**src/rtl/tmp_readout_if.sv**
```systemverilog
// Result bus of the temperature readout: signed code, packet counts and
// status flags, transferred to the consumer with a valid/ready handshake.
interface tmp_readout_if #(
    parameter int CNT_W = 10,
    parameter int OUT_W = CNT_W + 1
) ();

    logic signed [OUT_W-1:0] code;
    logic [CNT_W-1:0]        src_cnt;
    logic [CNT_W-1:0]        snk_cnt;
    logic                    sat;
    logic                    code_valid;
    logic                    code_ready;
    logic                    overrun;

    modport master (
        output code,
        output src_cnt,
        output snk_cnt,
        output sat,
        output code_valid,
        output overrun,
        input  code_ready
    );

    modport slave (
        input  code,
        input  src_cnt,
        input  snk_cnt,
        input  sat,
        input  code_valid,
        input  overrun,
        output code_ready
    );

endinterface

```
**src/rtl/tmp_readout.sv**
```systemverilog
// Receive side of the temperature-sensor phase controller: counts source and
// sink charge packets per conversion frame and publishes src - snk as a code.
module tmp_readout #(
    parameter int CNT_W = 10,
    parameter int OUT_W = CNT_W + 1
) (
    input  logic          clk,
    input  logic          reset,
    input  logic          PI2,
    input  logic          src_n,
    input  logic          snk,
    input  logic          PA,
    input  logic          PB,
    input  logic          PC,
    input  logic          PD,
    tmp_readout_if.master bus
);

    typedef enum logic [1:0] {
        ARMED,
        ACCUM,
        FINISH,
        WAIT_END
    } state_t;

    localparam logic [CNT_W-1:0] CNT_MAX = '1;

    state_t           state;
    state_t           state_nx;

    logic             src_q;
    logic             snk_q;
    logic             src_pkt;
    logic             snk_pkt;
    logic             out_ph;
    logic             pre_ph;

    logic [CNT_W-1:0] src_acc;
    logic [CNT_W-1:0] snk_acc;
    logic             sat_acc;

    logic [CNT_W-1:0] src_up;
    logic [CNT_W-1:0] snk_up;
    logic             sat_up;

    logic [CNT_W-1:0] src_nx;
    logic [CNT_W-1:0] snk_nx;
    logic             sat_nx;
    logic             publish;

    logic [OUT_W-1:0] res;

    // A toggle on either packet line is one packet, but only inside PI2.
    assign src_pkt = (src_n ^ src_q) & PI2;
    assign snk_pkt = (snk ^ snk_q) & PI2;

    assign out_ph = PA & PB & PC & PD;
    assign pre_ph = !PA & PB & PC & PD;

    // Zero-extending both counts first makes the difference exact.
    assign res = OUT_W'({1'b0, src_acc}) - OUT_W'({1'b0, snk_acc});

    // Edge history of the packet lines, tracked in every state.
    always_ff @(posedge clk) begin
        if (reset) begin
            src_q <= 1'b0;
            snk_q <= 1'b0;
        end else begin
            src_q <= src_n;
            snk_q <= snk;
        end
    end

    // Saturating increment of both accumulators; a packet lost at the top flags sat.
    always_comb begin
        src_up = src_acc;
        snk_up = snk_acc;
        sat_up = sat_acc;
        if (src_pkt) begin
            if (src_acc == CNT_MAX) begin
                sat_up = 1'b1;
            end else begin
                src_up = src_acc + 1'b1;
            end
        end
        if (snk_pkt) begin
            if (snk_acc == CNT_MAX) begin
                sat_up = 1'b1;
            end else begin
                snk_up = snk_acc + 1'b1;
            end
        end
    end

    // Frame state and accumulator registers.
    always_ff @(posedge clk) begin
        if (reset) begin
            state   <= ARMED;
            src_acc <= '0;
            snk_acc <= '0;
            sat_acc <= 1'b0;
        end else begin
            state   <= state_nx;
            src_acc <= src_nx;
            snk_acc <= snk_nx;
            sat_acc <= sat_nx;
        end
    end

    // Frame sequencing: arm on PI2, count, close on OUTPUT, abort on PRE.
    always_comb begin
        state_nx = state;
        src_nx   = src_acc;
        snk_nx   = snk_acc;
        sat_nx   = sat_acc;
        publish  = 1'b0;
        unique case (state)
            ARMED: begin
                src_nx = '0;
                snk_nx = '0;
                sat_nx = 1'b0;
                if (PI2) begin
                    state_nx = ACCUM;
                    src_nx   = CNT_W'(src_pkt);
                    snk_nx   = CNT_W'(snk_pkt);
                end
            end
            ACCUM: begin
                if (pre_ph) begin
                    state_nx = ARMED;
                    src_nx   = '0;
                    snk_nx   = '0;
                    sat_nx   = 1'b0;
                end else begin
                    src_nx = src_up;
                    snk_nx = snk_up;
                    sat_nx = sat_up;
                    if (out_ph) begin
                        state_nx = FINISH;
                    end
                end
            end
            FINISH: begin
                publish  = 1'b1;
                state_nx = WAIT_END;
                src_nx   = '0;
                snk_nx   = '0;
                sat_nx   = 1'b0;
            end
            WAIT_END: begin
                src_nx = '0;
                snk_nx = '0;
                sat_nx = 1'b0;
                if (!out_ph) begin
                    if (PI2) begin
                        state_nx = ACCUM;
                        src_nx   = CNT_W'(src_pkt);
                        snk_nx   = CNT_W'(snk_pkt);
                    end else begin
                        state_nx = ARMED;
                    end
                end
            end
            default: begin
                state_nx = ARMED;
                src_nx   = '0;
                snk_nx   = '0;
                sat_nx   = 1'b0;
            end
        endcase
    end

    // Result holding register: load when free or being drained, else flag overrun.
    always_ff @(posedge clk) begin
        if (reset) begin
            bus.code       <= '0;
            bus.src_cnt    <= '0;
            bus.snk_cnt    <= '0;
            bus.sat        <= 1'b0;
            bus.code_valid <= 1'b0;
            bus.overrun    <= 1'b0;
        end else if (publish) begin
            if (!bus.code_valid || bus.code_ready) begin
                bus.code       <= $signed(res);
                bus.src_cnt    <= src_acc;
                bus.snk_cnt    <= snk_acc;
                bus.sat        <= sat_acc;
                bus.code_valid <= 1'b1;
            end else begin
                bus.overrun <= 1'b1;
            end
        end else if (bus.code_valid && bus.code_ready) begin
            bus.code_valid <= 1'b0;
        end
    end

endmodule

```
**src/flat_wrapper.sv**
```systemverilog
// flat-port wrapper written by rule: the top's interface ports become plain ports
module tmp_readout_flat 
#(
    parameter int CNT_W = 10,
    parameter int OUT_W = CNT_W + 1
)
  (clk, reset, PI2, src_n, snk, PA, PB, PC, PD, bus_code, bus_src_cnt, bus_snk_cnt, bus_sat, bus_code_valid, bus_overrun, bus_code_ready);
  tmp_readout_if #(.CNT_W(CNT_W), .OUT_W(OUT_W)) bus_i ();
  input  logic clk;
  input  logic reset;
  input  logic PI2;
  input  logic src_n;
  input  logic snk;
  input  logic PA;
  input  logic PB;
  input  logic PC;
  input  logic PD;
  output wire logic [$bits(bus_i.code)-1:0] bus_code;
  output wire logic [$bits(bus_i.src_cnt)-1:0] bus_src_cnt;
  output wire logic [$bits(bus_i.snk_cnt)-1:0] bus_snk_cnt;
  output wire logic [$bits(bus_i.sat)-1:0] bus_sat;
  output wire logic [$bits(bus_i.code_valid)-1:0] bus_code_valid;
  output wire logic [$bits(bus_i.overrun)-1:0] bus_overrun;
  input wire logic [$bits(bus_i.code_ready)-1:0] bus_code_ready;
  assign bus_code = bus_i.code;
  assign bus_src_cnt = bus_i.src_cnt;
  assign bus_snk_cnt = bus_i.snk_cnt;
  assign bus_sat = bus_i.sat;
  assign bus_code_valid = bus_i.code_valid;
  assign bus_overrun = bus_i.overrun;
  assign bus_i.code_ready = bus_code_ready;
  tmp_readout #(.CNT_W(CNT_W), .OUT_W(OUT_W)) u_core (.clk(clk), .reset(reset), .PI2(PI2), .src_n(src_n), .snk(snk), .PA(PA), .PB(PB), .PC(PC), .PD(PD), .bus(bus_i));
endmodule
```
**config.mk**
```make
export PLATFORM = sky130hd
export DESIGN_NAME = tmp_readout_flat
export DESIGN_NICKNAME = d
export VERILOG_FILES = /design/src/rtl/tmp_readout_if.sv /design/src/rtl/tmp_readout.sv /design/src/flat_wrapper.sv
export SDC_FILE = /design/constraint.sdc
export NUM_CORES = 1
export LEC_CHECK = 0
export CORE_ASPECT_RATIO = 0.6
export CORE_MARGIN = 5
export CORE_UTILIZATION = 53
export CTS_CLUSTER_SIZE = 20
export DETAILED_ROUTE_END_ITERATION = 10
export GPL_TIMING_DRIVEN = 0
export PLACE_DENSITY_LB_ADDON = 0.3
export SLEW_MARGIN = 10
export SYNTH_ARGS = -nofsm -noshare
export SYNTH_HDL_FRONTEND = slang
export SYNTH_SLANG_ARGS = --single-unit
```
**constraint.sdc**
```tcl
create_clock -name clk -period 3 [get_ports clk]
set_clock_uncertainty 0.2 [all_clocks]
set_input_delay 0.45 -clock clk [delete_from_list [all_inputs] [get_ports clk]]
set_output_delay 0.45 -clock clk [all_outputs]
set_load 0.01 [all_outputs]
```
# Word level (Yosys, flattened, before mapping)
# Cells that the tools add are included.
[classes]
addsub = 3
n_mul = 0
n_div = 0
magnitude_cmp = 0
eq_ne = 13
shifts = 0
muxes = 28
bitwise_logic = 11
reduce_logical = 13
[ops]
columns = ["cell", "count"]
rows = [
  ["two-way mux 10 bit", 8],
  ["case mux 10 bit (4 select lines)", 2],
  ["adder 10 x 1 -> 10 bit, second input constant", 2],
  ["equality test 10 bit, second input constant", 2],
  ["two-way mux 1 bit", 12],
  ["subtractor 10 x 10 -> 11 bit", 1],
  ["AND reduction 2 bit", 5],
  ["!= test 3 x 1 -> 1 bit, second input constant", 3],
  ["bitwise AND 1 bit", 8],
  ["two-way mux 2 bit", 4],
  ["case mux 2 bit (4 select lines)", 1],
  ["!= test 2 bit, second input constant", 3],
  ["!= test 3 x 2 -> 1 bit, second input constant", 2],
  ["equality test 2 bit, second input constant", 2],
  ["AND reduction 3 bit", 1],
  ["OR reduction 3 bit", 1],
  ["equality test 2 x 1 -> 1 bit, second input constant", 1],
  ["logical NOT 1 bit", 2],
  ["logical NOT 2 bit", 1],
  ["case mux 1 bit (2 select lines)", 1],
  ["nonzero test 2 bit", 1],
  ["XOR 1 bit", 2],
  ["logical AND 1 bit", 1],
  ["logical OR 1 bit", 1],
  ["inverter 1 bit", 1],
]
[totals]
regBits = 59
latch_bits = 0
ram_bits = 0
romBits = 0
elab_cells = 80
n_memories = 0

# Depth between registers and ports, before layout
[logic_depth]
depth_word = 7
ltp_mapped = 9
depth_no_buf = 9

# Worst setup path after synthesis
# Ideal clock, no wire load.
[synth_timing]
path_type = "reg2reg"
start = "reg u_core.src_acc[0]"
end = "reg u_core.bus.code[8]"
setup_time_ps = 133
arrival_time_ps = 1954
required_time_ps = 2667
slack_ps = 713
path_stages_with_launch = 10
n_path_buf = 0
cell_sequence = "dfxtp_1 inv_1 ha_1 inv_1 fa_1 a21o_1 a221oi_1 nor4_1 a41oi_1 a31oi_1"
[synth_between]
elab_chain_cells = 1
[synth_lines]
columns = ["element", "line_no", "text"]
rows = [
  ["start, declared", "tmp_readout.sv:38", "logic [CNT_W-1:0] src_acc;"],
  ["start signal, assigned", "tmp_readout.sv:104", "src_acc <= src_nx;"],
  ["subtractor 10 x 10 -> 11 bit", "tmp_readout.sv:61", "assign res = OUT_W'({1'b0, src_acc}) - OUT_W'({1'b0, snk_acc});"],
  ["end signal, assigned", "tmp_readout.sv:184", "bus.code <= $signed(res);"],
  ["end, declared", "tmp_readout_if.sv:17", "output code,"],
]
# Every way passes these cells.
# A chain may end at the register's enable or synchronous reset.

# Final worst setup path
# Ends and elaborated chain as after synthesis.

==> metrics.yaml <==
outcome:
  status: "finished, final reports clean"
worst_setup_path:
  critPathKind: "reg -> reg"
  endpoint_kind: "flip-flop"
  ff2ff_path_depth: 9
  cp-start-kind: "flip-flop"
  crit_required_ps: 3010
  worstPathArrival_ps: 2620
  reg2reg_from: "u_core.src_acc[0]"
  r2r_end: "u_core.bus.code[8]"
  critPathMaxFanout: 7
  r2r_slack_ps: 380
synthesis:
  ys.flop_type: "dfxtp_1"
  ys_types: 47
  yosys.area_share.simple: 0.255
  synth_warnings: 0
  synthAdderAreaFrac: 0.0603
  synth_top_family_by_area: "simple AND/OR/NAND/NOR gates"
  synth.avg_cell_area_um2: 8.04
  synth_seq_cells: 59
  synth_top_cells_by_area: "dfxtp_1 (42%), nand2_1 (8.9%), a21oi_1 (7.3%), ha_1 (5.3%), xnor2_1 (4.0%)"
  synth_mux_area_frac: 0.00709
  synth-edff-count: 0
  async_reset_ff_frac: 0
  synth-compound-area-share: 0.163
  synth_fp_nets: 374
  synth_area_um2: 2820
  synthXorXnorAreaFrac: 0.0496
  synth_area_leader_cell: "dfxtp_1"
  syn_inst: 351
  seq_area_frac_synth: 0.418
  synth_top_area_frac: 0.418
finish:
  layout.nets: 427
  antenna_cells: 0
  final_util: 0.685
  area_growth_pct: 23.9
  drive_gt1_frac: 0.0440
clock_network:
  cts.repair.resized: 0
  path_clk_slew_ps: 60
  postCtsSetupBuffers: 0
  htreeDepth: 3
  hold_buffers: 0
  cts_sinks: 59
  root_buffer: "clkbuf_8"
  cts_tree: "built"
  clk_path_buf_depth: 2
  cts_inserted_buffers: 9
  clk_latency_ps: 340
sta:
  finalSetupViolCount: 0
  slew_viol_final: 0
  fin_crit_sh: 0.872
  hold_viol_final: 0
  maxSlewHeadroom: 0.587
  fmax_mhz: 382
  fin_tns_setup_ps: 0
  period_minus_slack_ps: 2620
  tightest_slew_ps: 619
  grt_setup_unrepaired: "false"
power_and_ir_drop:
  p_leak_uw: 0.00118
  pwr-share-seq: 0.514
  power_density_nw_per_um2: 444
  comb_power_share: 0.072
  internal_power_uw: 1180
  ir_drop_mv: 0.289
  swShare: 0.239
  power_switching_uw: 371
  p_clk_frac: 0.414
die:
  num_io_pins: 44
  die_height_um: 66.5
  core-area_um2: 5100
  die_w_um: 104
  die-area_um2: 6930
  row_count: 20
  initial_core_util: 0.553
place:
  port_buffers: 42
  dp_hpwl_mm: 5.47
  place.gp.congestion: 0.940
detailed_routing:
  drt_iter0_markers: 186
  wl_mm: 7.40
  drcViolationCount: 0
  wl_per_cell_um: 15.6
  dr.pass1.iters: 6
  via_per_inst: 5.79
  ant_nets: 0
  vias: 2748
global_routing:
  track_usage: 0.228
  grt_max_degree: 11
  grt_pass1_wl_mm: 12.4
  grt_pass1_vias: 2555
  grt.overflow.total: 0
  grt_antenna_before_repair: 0
hold_path:
  hold_path.class: "reg -> reg"
  min_delay_path_depth: 2
  hold_start: "u_core.bus.code[6]"
  hold_path_end: "u_core.bus.code[6]"
run:
  drv_cap: 0
## how the worst max path moves through the flow
stage,from,slack (ps),cells past startpoint,to
after floorplan,u_core.src_acc[0],710,9,u_core.bus.code[8]
after detailed placement,u_core.src_acc[0],440,9,u_core.bus.code[8]
after global routing,u_core.src_acc[0],180,9,u_core.bus.code[8]
final,u_core.src_acc[0],380,9,u_core.bus.code[8]
after global placement,u_core.snk_acc[0],440,8,u_core.bus.code[8]
after CTS,u_core.src_acc[0],430,9,u_core.bus.code[8]
## power by group through the flow
stage | clock network (µW) | registers [µW] | logic [µW]
after floorplan | 0 | 813 | 74.9
after global placement | 0 | 815 | 108
after detailed placement | 0 | 815 | 110
after CTS | 650 | 798 | 111
after global routing | 700 | 798 | 125
final | 642 | 798 | 112
## layout by cell type (no fill, tap or decap), drive strengths merged, types with 6 or more instances in the layout
cell type      netlist  routed
nor2b                6       6
clkbuf              11      25
ha                  12      12
nand3               10      10
a211oi               6       6
inv                 16      16
nor2                27      27
o21ai                9       9
xnor2               13      13
nand2               67      67
dfxtp               59      59
clkdlybuf4s50        0      42
a21oi               41      41
nor4                 7       7
nor3                12      12
## cell type report
cell class                 instances  area [µm²]
tap                               66        82.6
fill                             425        1610
sequential                        59        1180
clock buffer                      14         163
clock inverter                     2        10.0
inverter                          16        60.1
multi-input combinational        260        1510
buffer                            16        71.3
timing repair buffer              42         420
## layer usage
metal / wire (µm) / GRT usage / part of all wire
met1: 3450 / 0.292 / 0.47
met2: 3140 / 0.356 / 0.42
met3: 702 / 0.0862 / 0.095
met4: 112 / 0.0792 / 0.015
met5: 0 / 0 / 0
## cells by family (layout without fill, tap and decap cells)
group	count (synthesis)	count (layout)
muxes	2	2
AOI/OAI and AO/OA	76	76
adders and majority gates	13	13
DFF	59	59
buffers and inverters	32	90
and+or+nand+nor	153	153
xor gates and xnor gates	16	16
## worst max-delay path: stages (launching register included)
cell and delay, ps:
dfxtp_1 410, inv_1 100, ha_1 160, inv_1 50
fa_1 400, a21o_1 210, a221oi_1 550, nor4_1 110
a41oi_1 180, a31oi_1 110
## registers in the layout, summed over array words and instances (netlist names), named ones only
| register | flops |
|---|---|
| u_core.bus.code_valid | 1 |
| u_core.src_acc | 10 |
| u_core.bus.src_cnt | 10 |
| u_core.snk_acc | 10 |
| u_core.src_q | 1 |
| u_core.bus.sat | 1 |
| u_core.bus.snk_cnt | 10 |
| u_core.bus.overrun | 1 |
| u_core.bus.code | 11 |
| u_core.snk_q | 1 |
| u_core.sat_acc | 1 |
| u_core.state | 1 |
## synth_stat cells, types with 2 or more instances
| library cell | instances |
|---|---|
| mux2i_1 | 2 |
| nor4_1 | 7 |
| and3_1 | 2 |
| nor2b_1 | 6 |
| a211oi_1 | 6 |
| nand3b_1 | 2 |
| nor3b_1 | 2 |
| ha_1 | 12 |
| or3_1 | 3 |
| a21oi_1 | 41 |
| clkbuf_1 | 10 |
| a31oi_1 | 2 |
| nand4_1 | 5 |
| o31ai_1 | 2 |
| buf_1 | 2 |
| dfxtp_1 | 59 |
| a41oi_1 | 2 |
| or2_1 | 2 |
| nor3_1 | 11 |
| o21ai_0 | 9 |
| a21o_1 | 2 |
| inv_1 | 16 |
| xnor2_1 | 13 |
| nand3_1 | 10 |
| xor2_1 | 3 |
| nor4b_1 | 4 |
| nor2_1 | 27 |
| o21a_1 | 2 |
| buf_2 | 2 |
| nand2b_1 | 2 |
| nand2_1 | 67 |
## metrics by stage
step	std cells	power (µW)	area (µm²)	hold WS, ps	setup WS (ps)
2_1_floorplan	351	888	2820	233	713
3_3_place_gp	459	923	3330	239	441
3_5_place_dp	459	925	3330	246	442
4_1_cts	475	1560	3500	253	430
5_1_grt	475	1620	3500	276	184
6_report	475	1550	3500	254	383
Power figures use the tool's default switching activity.
